**src/rtl/sr_pkg.sv**
```systemverilog
// Shared definitions for the SR flip-flop drive sequencer: excitation codes,
// sequencer states and the target-to-code encoder.
package sr_pkg;

  localparam logic [1:0] SR_HOLD    = 2'b00;
  localparam logic [1:0] SR_RST     = 2'b01;
  localparam logic [1:0] SR_SET     = 2'b10;
  localparam logic [1:0] SR_ILLEGAL = 2'b11;

  typedef enum logic [1:0] {
    IDLE,
    DRIVE,
    DRAIN
  } state_e;

  // Code that moves a flip-flop holding m to target t; never yields SR_ILLEGAL.
  function automatic logic [1:0] sr_encode(input logic t, input logic m,
                                           input logic prefer_hold);
    logic [1:0] code;
    if (prefer_hold && (t == m)) code = SR_HOLD;
    else                         code = t ? SR_SET : SR_RST;
    return (code == SR_ILLEGAL) ? SR_HOLD : code;
  endfunction

endpackage

```
**src/rtl/sr_tgt_fifo.sv**
```systemverilog
// DEPTH-entry 1-bit synchronous FIFO with registered full/empty flags and
// first-word fall-through read data.
module sr_tgt_fifo #(
  parameter int DEPTH = 4
) (
  input  logic clk,
  input  logic rst_n,
  input  logic push_i,
  input  logic din_i,
  input  logic pop_i,
  output logic dout_o,
  output logic full_o,
  output logic empty_o,
  output logic empty_d_o
);

  localparam int           AW       = $clog2(DEPTH);
  localparam logic [AW:0]  FULL_CNT = (AW + 1)'(DEPTH);

  logic [DEPTH-1:0] mem_q;
  logic [AW-1:0]    wr_ptr_q, rd_ptr_q;
  logic [AW:0]      count_q, count_d;
  logic             full_q, empty_q;
  logic             do_push, do_pop;

  assign do_push = push_i && !full_q;
  assign do_pop  = pop_i && !empty_q;

  // NOTE: every signal assigned in always_comb gets a default first, so no path leaves it unassigned and no latch is inferred.
  always_comb begin
    count_d = count_q;
    if (do_push && !do_pop)      count_d = count_q + (AW + 1)'(1);
    else if (!do_push && do_pop) count_d = count_q - (AW + 1)'(1);
  end

  // NOTE: state registers use non-blocking assignments so every flop samples pre-edge values regardless of block ordering.
  always_ff @(posedge clk or negedge rst_n) begin
    if (!rst_n) begin
      wr_ptr_q <= '0;
      rd_ptr_q <= '0;
      count_q  <= '0;
      full_q   <= 1'b0;
      empty_q  <= 1'b1;
    end else begin
      if (do_push) wr_ptr_q <= wr_ptr_q + AW'(1);
      if (do_pop)  rd_ptr_q <= rd_ptr_q + AW'(1);
      count_q <= count_d;
      full_q  <= (count_d == FULL_CNT);
      empty_q <= (count_d == '0);
    end
  end

  // NOTE: storage is deliberately not reset; the pointers and count define which entries are live.
  always_ff @(posedge clk) begin
    if (do_push) mem_q[wr_ptr_q] <= din_i;
  end

  assign dout_o    = mem_q[rd_ptr_q];
  assign full_o    = full_q;
  assign empty_o   = empty_q;
  assign empty_d_o = (count_d == '0);

endmodule

```
**src/rtl/sr_drive_seq.sv**
```systemverilog
// Turns a stream of target Q bits into legal SR excitation codes, tracks the
// driven flip-flop's state and checks its fed-back Q two cycles after each pop.
module sr_drive_seq
  import sr_pkg::*;
#(
  parameter int DEPTH       = 4,
  parameter bit PREFER_HOLD = 1'b1,
  parameter int CNT_W       = 8
) (
  input  logic             clk,
  input  logic             rst_n,
  input  logic             tgt_valid,
  input  logic             tgt_bit,
  output logic             tgt_ready,
  output logic [1:0]       sr,
  output logic             sr_valid,
  input  logic             q_fb,
  output logic             q_model,
  output logic             mismatch,
  output logic [CNT_W-1:0] mismatch_cnt,
  output logic             busy
);

  localparam logic [CNT_W-1:0] CNT_MAX = '1;

  state_e           state_q, state_d;
  logic [1:0]       sr_q, sr_d;
  logic             sr_valid_q, sr_valid_d;
  logic             q_model_q, q_model_d;
  logic             chk_v_q, chk_b_q;
  logic             mismatch_q, mismatch_d;
  logic [CNT_W-1:0] cnt_q, cnt_d;
  logic             fifo_full, fifo_empty, fifo_empty_d, fifo_dout, pop;

  sr_tgt_fifo #(.DEPTH(DEPTH)) u_fifo (
    .clk       (clk),
    .rst_n     (rst_n),
    .push_i    (tgt_valid),
    .din_i     (tgt_bit),
    .pop_i     (pop),
    .dout_o    (fifo_dout),
    .full_o    (fifo_full),
    .empty_o   (fifo_empty),
    .empty_d_o (fifo_empty_d)
  );

  // DRIVE is entered exactly when the FIFO holds data, so it pops every cycle there.
  assign pop = (state_q == DRIVE) && !fifo_empty;

  always_comb begin
    sr_d       = SR_HOLD;
    sr_valid_d = 1'b0;
    q_model_d  = q_model_q;
    if (pop) begin
      sr_d       = sr_encode(fifo_dout, q_model_q, PREFER_HOLD);
      sr_valid_d = 1'b1;
      q_model_d  = fifo_dout;
    end

    mismatch_d = chk_v_q && (q_fb != chk_b_q);
    cnt_d      = cnt_q;
    if (mismatch_d && (cnt_q != CNT_MAX)) cnt_d = cnt_q + CNT_W'(1);

    // Checks outstanding after this edge: the pop now, and the pop one edge ago.
    if (!fifo_empty_d)           state_d = DRIVE;
    else if (pop || sr_valid_q)  state_d = DRAIN;
    else                         state_d = IDLE;
  end

  always_ff @(posedge clk or negedge rst_n) begin
    if (!rst_n) begin
      state_q    <= IDLE;
      sr_q       <= SR_HOLD;
      sr_valid_q <= 1'b0;
      q_model_q  <= 1'b0;
      chk_v_q    <= 1'b0;
      chk_b_q    <= 1'b0;
      mismatch_q <= 1'b0;
      cnt_q      <= '0;
    end else begin
      state_q    <= state_d;
      sr_q       <= sr_d;
      sr_valid_q <= sr_valid_d;
      q_model_q  <= q_model_d;
      chk_v_q    <= sr_valid_q;
      chk_b_q    <= q_model_q;
      mismatch_q <= mismatch_d;
      cnt_q      <= cnt_d;
    end
  end

  assign tgt_ready    = !fifo_full;
  assign sr           = sr_q;
  assign sr_valid     = sr_valid_q;
  assign q_model      = q_model_q;
  assign mismatch     = mismatch_q;
  assign mismatch_cnt = cnt_q;
  assign busy         = (state_q != IDLE);

endmodule

```
**config.mk**
```make
export PLATFORM = sky130hd
export DESIGN_NAME = sr_drive_seq
export DESIGN_NICKNAME = d
export VERILOG_FILES = /design/src/rtl/sr_pkg.sv /design/src/rtl/sr_tgt_fifo.sv /design/src/rtl/sr_drive_seq.sv
export SDC_FILE = /design/constraint.sdc
export NUM_CORES = 1
export LEC_CHECK = 0
export ABC_CLOCK_PERIOD_IN_PS = 2400
export CORE_ASPECT_RATIO = 1.2
export CORE_UTILIZATION = 56
export CTS_CLUSTER_DIAMETER = 80
export CTS_CLUSTER_SIZE = 24
export DETAILED_ROUTE_END_ITERATION = 7
export PLACE_DENSITY = 0.82
export SLEW_MARGIN = 10
export SYNTH_ARGS = -nofsm -noshare
export SYNTH_HDL_FRONTEND = slang
export SYNTH_SLANG_ARGS = --single-unit
```
**constraint.sdc**
```tcl
create_clock -name clk -period 2.4 [get_ports clk]
set_input_delay 0.48 -clock clk [delete_from_list [all_inputs] [get_ports clk]]
set_output_delay 0.48 -clock clk [all_outputs]
set_load 0.02 [all_outputs]
```
* Word-level counts from Yosys, hierarchy flattened *
Cells that the tools add are included.

word-level totals
  register bits after elaboration = 30
  input bits = 5
  output and inout port bits = 15
  word-level logic and storage cells = 58

cells by class
  $add $sub $neg = 5
  $lt $le $gt $ge = 3
  eq/ne operators = 6
  multiplexer cells = 15
  reductions and logical operators = 15

operator list
  operator             number
  $mux 2               7
  $add 8x1->8 const B  1
  $logic_and 1x1->1    8
  $ne 8x8->1 const B   1
  $lt 2x3->1 const B   2
  $mux 3               2
  $add 2x1->2 const B  2
  $bwmux 4             1
  $logic_not 1->1      4
  $add 3x1->3 const B  1
  $eq 3x3->1 const B   1
  $logic_not 3->1      1
  $mux 1               3
  $sub 3x1->3 const B  1
  $bmux 1 s2           1
  $demux 1 s2          1
  $eq 2x1->1 const B   1
  $eq 2x2->1 const B   1
  $ge 2x1->1 const B   1
  $reduce_bool 2->1    1
  $eq 1x1->1           1
  $logic_or 1x1->1     1
  $ne 1x1->1           1

* Logic depth before layout (Yosys ltp) *
  depth after elaboration = 8
  mapped depth = 6
  mapped depth without buffers = 6

* Cells and area by module *
From an unflattened synthesis, not the netlist that was laid out.

second synthesis, totals
  cell total of the unflattened synthesis = 120
  area total of the unflattened synthesis = 1,417.6 um^2

by module, submodules not included
  module        times used  cells each  area each (um^2)
  sr_tgt_fifo   1           60          711.9
  sr_drive_seq  1           60          705.7

* Worst setup path before layout *
Ideal clock, no wire load.

  path kind = register -> register
  from = register cnt_q[0], in the netlist mismatch_cnt[0]
  to = register cnt_q[1], in the netlist mismatch_cnt[1]
  library setup time = 0.125 ns
  arrival = 1.605 ns
  data required time = 2.275 ns
  setup slack = 0.671 ns
  cell stages (with the launch flop) = 5
  period minus slack after synthesis = 1.729 ns
  cells stage by stage = dfrtp_1 > ha_1 > nand3_1 > o211ai_1 > mux2_2

on the way
  word-level cells in the longest chain between the ends = 2
  elaborated cells between the ends (all ways) = 3
  classes of those cells = 1 x add/sub; 1 x eq/ne; 1 x reduce/logical

RTL lines
  what                                                                 RTL line            RTL
  from (decl)                                                          sr_drive_seq.sv:32  logic [CNT_W-1:0] cnt_q, cnt_d;
  from (signal assigned)                                               sr_drive_seq.sv:88  cnt_q <= cnt_d;
  parallel branches: the longest is 2 deep, another holds $add 8x1->8  n/a

Several ways; the timed one is not identified.
A chain may end at the register's enable or synchronous reset.

* Worst setup path after layout *
  from = register state_q[1]
  to = output port busy

on the way
  word-level cells in the longest chain between the ends = 1

RTL lines
  what                    RTL line            RTL
  from (decl)             sr_drive_seq.sv:26  state_e state_q, state_d;
  from (signal assigned)  sr_drive_seq.sv:81  state_q <= state_d;
  $reduce_bool 2->1       sr_drive_seq.sv:98  assign busy = (state_q != IDLE);
  to (decl)               sr_drive_seq.sv:21  output logic busy

No other way between the ends.

==> metrics.json <==
{
  "clk_latency": {"value": 330, "unit": "ps"},
  "postCtsSetupRepairBufs": {"value": 0},
  "cts.path.max_buffers": {"value": 2},
  "cts_made_buffers": {"value": 5},
  "final-instance-count-excl-fill": {"value": 174},
  "max_clk_rate": {"value": 496.7, "unit": "MHz"},
  "detail-route-antenna-nets": {"value": 0},
  "final_core_density": {"value": 72.82, "unit": "%"},
  "tritoncts": {"value": "built"},
  "worst_path_max_delay_cell": {"value": "sky130_fd_sc_hd__clkdlybuf4s50_1"},
  "dpl.hpwl": {"value": 1589, "unit": "µm"},
  "synth_sequential_area_ratio": {"value": 56.55, "unit": "%"},
  "cp_max_fo": {"value": 2},
  "clockRootBuffer": {"value": "sky130_fd_sc_hd__clkbuf_4"},
  "via_per_inst": {"value": 5.155},
  "nNetsFinal": {"value": 154},
  "internal_power": {"value": 1.431, "unit": "mW"},
  "period_needed": {"value": 2013, "unit": "ps"},
  "post_synth_instance_area": {"value": 1365, "unit": "µm²"},
  "clk_pin_slew": {"value": 90, "unit": "ps"},
  "detailedRoute.firstIterationViolations": {"value": 16},
  "global_route_usage_sum": {"value": 21.25, "unit": "%"},
  "num_io_pins": {"value": 20},
  "number_of_enable_type_register_cells_in_the_synthesized_netlist": {"value": 4},
  "pwr-share-clk": {"value": 18.3, "unit": "%"},
  "synth_warnings": {"value": 0},
  "hold_buf_count_cts": {"value": 0},
  "status": {"value": "complete, no violations"},
  "area_growth": {"value": 23.01, "unit": "%"},
  "met1_wirelength": {"value": 906, "unit": "µm"},
  "synth.largest_area_cell": {"value": "sky130_fd_sc_hd__dfrtp_1"},
  "netlist_top_cells_area": {"value": "sky130_fd_sc_hd__dfrtp_1 46%, sky130_fd_sc_hd__edfxtp_1 8.8%, sky130_fd_sc_hd__ha_1 6.4%, sky130_fd_sc_hd__xnor2_1 3.8%, sky130_fd_sc_hd__xor2_1 3.8%"},
  "drive_above_1_share": {"value": 13.29, "unit": "%"},
  "timing.critical_path.from_type": {"value": "flip-flop"},
  "dieArea": {"value": 2640, "unit": "µm²"},
  "synthesis.nets": {"value": 128},
  "fp.dieW": {"value": 47.07, "unit": "µm"},
  "post-route-period-util": {"value": 83.89, "unit": "%"},
  "wl": {"value": 2292, "unit": "µm"},
  "tightestPinTransition": {"value": 565.7, "unit": "ps"},
  "critPathMaxStageDelay": {"value": 550, "unit": "ps"},
  "grt_pass1_wl": {"value": 3788, "unit": "µm"},
  "cp-end-kind": {"value": "output port"},
  "vdd_drop_max": {"value": 929.9, "unit": "µV"},
  "p_per_area": {"value": 1361, "unit": "nW/µm²"},
  "post_cts_resized": {"value": 0},
  "worstSetupPathType": {"value": "reg -> out"},
  "fin_ws": {"value": 386.6, "unit": "ps"},
  "report.final.hold_viol_count": {"value": 0},
  "synth_top_cells_by_count": {"value": "25 x sky130_fd_sc_hd__dfrtp_1, 12 x sky130_fd_sc_hd__nand2_1, 8 x sky130_fd_sc_hd__nor2_1, 7 x sky130_fd_sc_hd__ha_1, 7 x sky130_fd_sc_hd__inv_1"},
  "finalSetupTns": {"value": 0, "unit": "ps"},
  "cellLeakagePower": {"value": 0.7518, "unit": "nW"},
  "yosys_most_used_dff": {"value": "sky130_fd_sc_hd__dfrtp_1"},
  "crit_buf_inv": {"value": 1},
  "max_cap_violations": {"value": 0},
  "antenna_cells": {"value": 0},
  "hold_class": {"value": "reg -> reg"},
  "buffer_ports.inserted": {"value": 19},
  "postSynthAreaPerCell": {"value": 11.77, "unit": "µm²"},
  "yosys.cell_count.top_type": {"value": "sky130_fd_sc_hd__dfrtp_1"},
  "vias": {"value": 897},
  "grt_pass1_vias": {"value": 899},
  "dieHeight": {"value": 56.09, "unit": "µm"},
  "arrival": {"value": 1530, "unit": "ps"},
  "drt_drc_violations_left": {"value": 0},
  "grt_max_degree": {"value": 27},
  "post_synth_num_cell_types": {"value": 33},
  "initial_cell_density_of_the_core": {"value": 59.20, "unit": "%"},
  "placed_cells": {"value": 166},
  "rsz_0062_raised_after_global_routing": {"value": "false"},
  "preCtsSetupSlack": {"value": 354.6, "unit": "ps"},
  "syn_inst": {"value": 116},
  "p_seq_share": {"value": 38.5, "unit": "%"},
  "cts_sinks": {"value": 30},
  "highest-signal-layer": {"value": "met4"},
  "num_rows": {"value": 19},
  "core_footprint": {"value": 2306, "unit": "µm²"},
  "finalSetupViolations": {"value": 0},
  "grt_antenna_before_repair": {"value": 0},
  "finClkSkew": {"value": 13.88, "unit": "ps"},
  "cts.htree.levels": {"value": 2},
  "crit_family": {"value": "buffers and inverters"},
  "timing.max_slew.rel_slack": {"value": 62.12, "unit": "%"},
  "wl_met3": {"value": 101, "unit": "µm"},
  "register_bit_count_reported_by_yosys": {"value": 30},
  "netlist.area_leader.share": {"value": 45.83, "unit": "%"},
  "p_sw": {"value": 0.8542, "unit": "mW"},
  "globalplace.congestion": {"value": 0.7201},
  "route.detailed.wl_per_inst": {"value": 13.17, "unit": "µm"},
  "synth-async-reset-ratio": {"value": 86.67, "unit": "%"},
  "net_switching_fraction_of_the_power": {"value": 37.39, "unit": "%"},
  "comb_power_share": {"value": 43.2, "unit": "%"},
  "firstDrtPassIters": {"value": 4},
  "dr_wl_met2": {"value": 1255, "unit": "µm"},
  "critical_path_cell_list": {"value": "or2_2, clkdlybuf4s50_1"},
  "final-max-slew-violation-count": {"value": 0},
  "required_time_at_the_worst_slack_endpoint": {"value": 1920, "unit": "ps"},
  "grt_overflow_total": {"value": 0}
}
==> worst register-to-register path: cells and delay by family, from the launching register on <==
| kind | cells | cell delay, ps |
|---|---|---|
| AOI/OAI and AO/OA | 2 | 530 |
| and+or+nand+nor | 2 | 770 |
| DFF | 1 | 380 |
| buffers and inverters | 1 | 150 |
==> power by group through the flow <==
stage	clock network [mW]	logic (mW)	registers (mW)
detailed placement	0	0.976	0.890
CTS	0.430	0.998	0.882
global route	0.452	1.08	0.909
finish	0.419	0.986	0.880
global placement	0	0.937	0.882
floorplan	0	0.575	0.968
==> cell type report <==
class	instances	area, µm²
flip-flops and latches	30	772.0
fillers	188	626.9
multi-input cells	76	543.0
repair buffers	21	205.2
clock buffers	7	55.05
well taps	31	38.79
inverters	8	35.03
clock inverters	1	30.03
==> cells by family after synthesis <==
| kind of cell | share of synthesized area, % |
|---|---|
| AND/OR/NAND/NOR | 16.32 |
| adder cells (fa/ha/maj) | 6.416 |
| AO/OA/AOI/OAI | 6.048 |
| XOR/XNOR | 7.699 |
| buffers and inverters | 3.667 |
| flip-flops | 56.55 |
| multiplexers | 3.299 |
==> final timing paths <==
kind	startpoint	end	slack [ps]	cells after the start
worst min-delay path	sr_valid	chk_v_q	410	0
worst min register to register	sr_valid	chk_v_q	410	0
worst max register to register	state_q[1]	state_q[1]	470	5
worst max-delay path	state_q[1]	busy	390	2
min in group asynchronous	rst_n	u_fifo.rd_ptr_q[0]	520	2
max in group asynchronous	rst_n	u_fifo.empty_o	1600	2
==> metrics by stage <==
step | power (mW) | cell area (µm²) | hold WS, ps
2_1_floorplan | 1.543 | 1365 | 184.4
3_3_place_gp | 1.820 | 1594 | 408.9
6_report | 2.285 | 1679 | 405.3
4_1_cts | 2.310 | 1679 | 405.5
5_1_grt | 2.442 | 1679 | 410.3
3_5_place_dp | 1.867 | 1594 | 392.4
==> state kept, by name, indices dropped and copies added, names as in the netlist <==
signal	cells
chk_b_q	1
chk_v_q	1
mismatch	1
mismatch_cnt	8
q_model	1
sr	2
sr_valid	1
state_q	2
u_fifo.count_q	3
u_fifo.empty_o	1
u_fifo.full_o	1
u_fifo.mem_q	4
u_fifo.rd_ptr_q	2
u_fifo.wr_ptr_q	2
==> cell usage in the layout (no fill, tap or decap), types with 2 or more instances in the layout <==
cell                              synthesis  final
sky130_fd_sc_hd__xnor2_1                  6      6
sky130_fd_sc_hd__mux2_2                   2      2
sky130_fd_sc_hd__a21o_1                   2      2
sky130_fd_sc_hd__a211oi_2                 2      2
sky130_fd_sc_hd__dfrtp_1                 25     25
sky130_fd_sc_hd__o21ai_0                  3      3
sky130_fd_sc_hd__and2_1                   4      4
sky130_fd_sc_hd__nor2_1                   8      8
sky130_fd_sc_hd__nand2_1                 12     12
sky130_fd_sc_hd__edfxtp_1                 4      4
sky130_fd_sc_hd__o211ai_1                 2      2
sky130_fd_sc_hd__clkdlybuf4s50_1          0     19
sky130_fd_sc_hd__clkbuf_4                 0      5
sky130_fd_sc_hd__ha_1                     7      7
sky130_fd_sc_hd__inv_1                    7      7
sky130_fd_sc_hd__nand3_1                  2      2
sky130_fd_sc_hd__nand4_1                  2      2
sky130_fd_sc_hd__xor2_1                   6      6
sky130_fd_sc_hd__nor3_1                   6      6
sky130_fd_sc_hd__buf_4                    0      2
==> routing by layer <==
metal | up-vias | track usage [%]
met2 | 23 | 34.92
li1 | 441 | -
met4 | 0 | 9.796
met3 | 2 | 8.442
met1 | 431 | 22.84
met5 | - | 0
No activity file was read; power rests on OpenSTA's default activity.
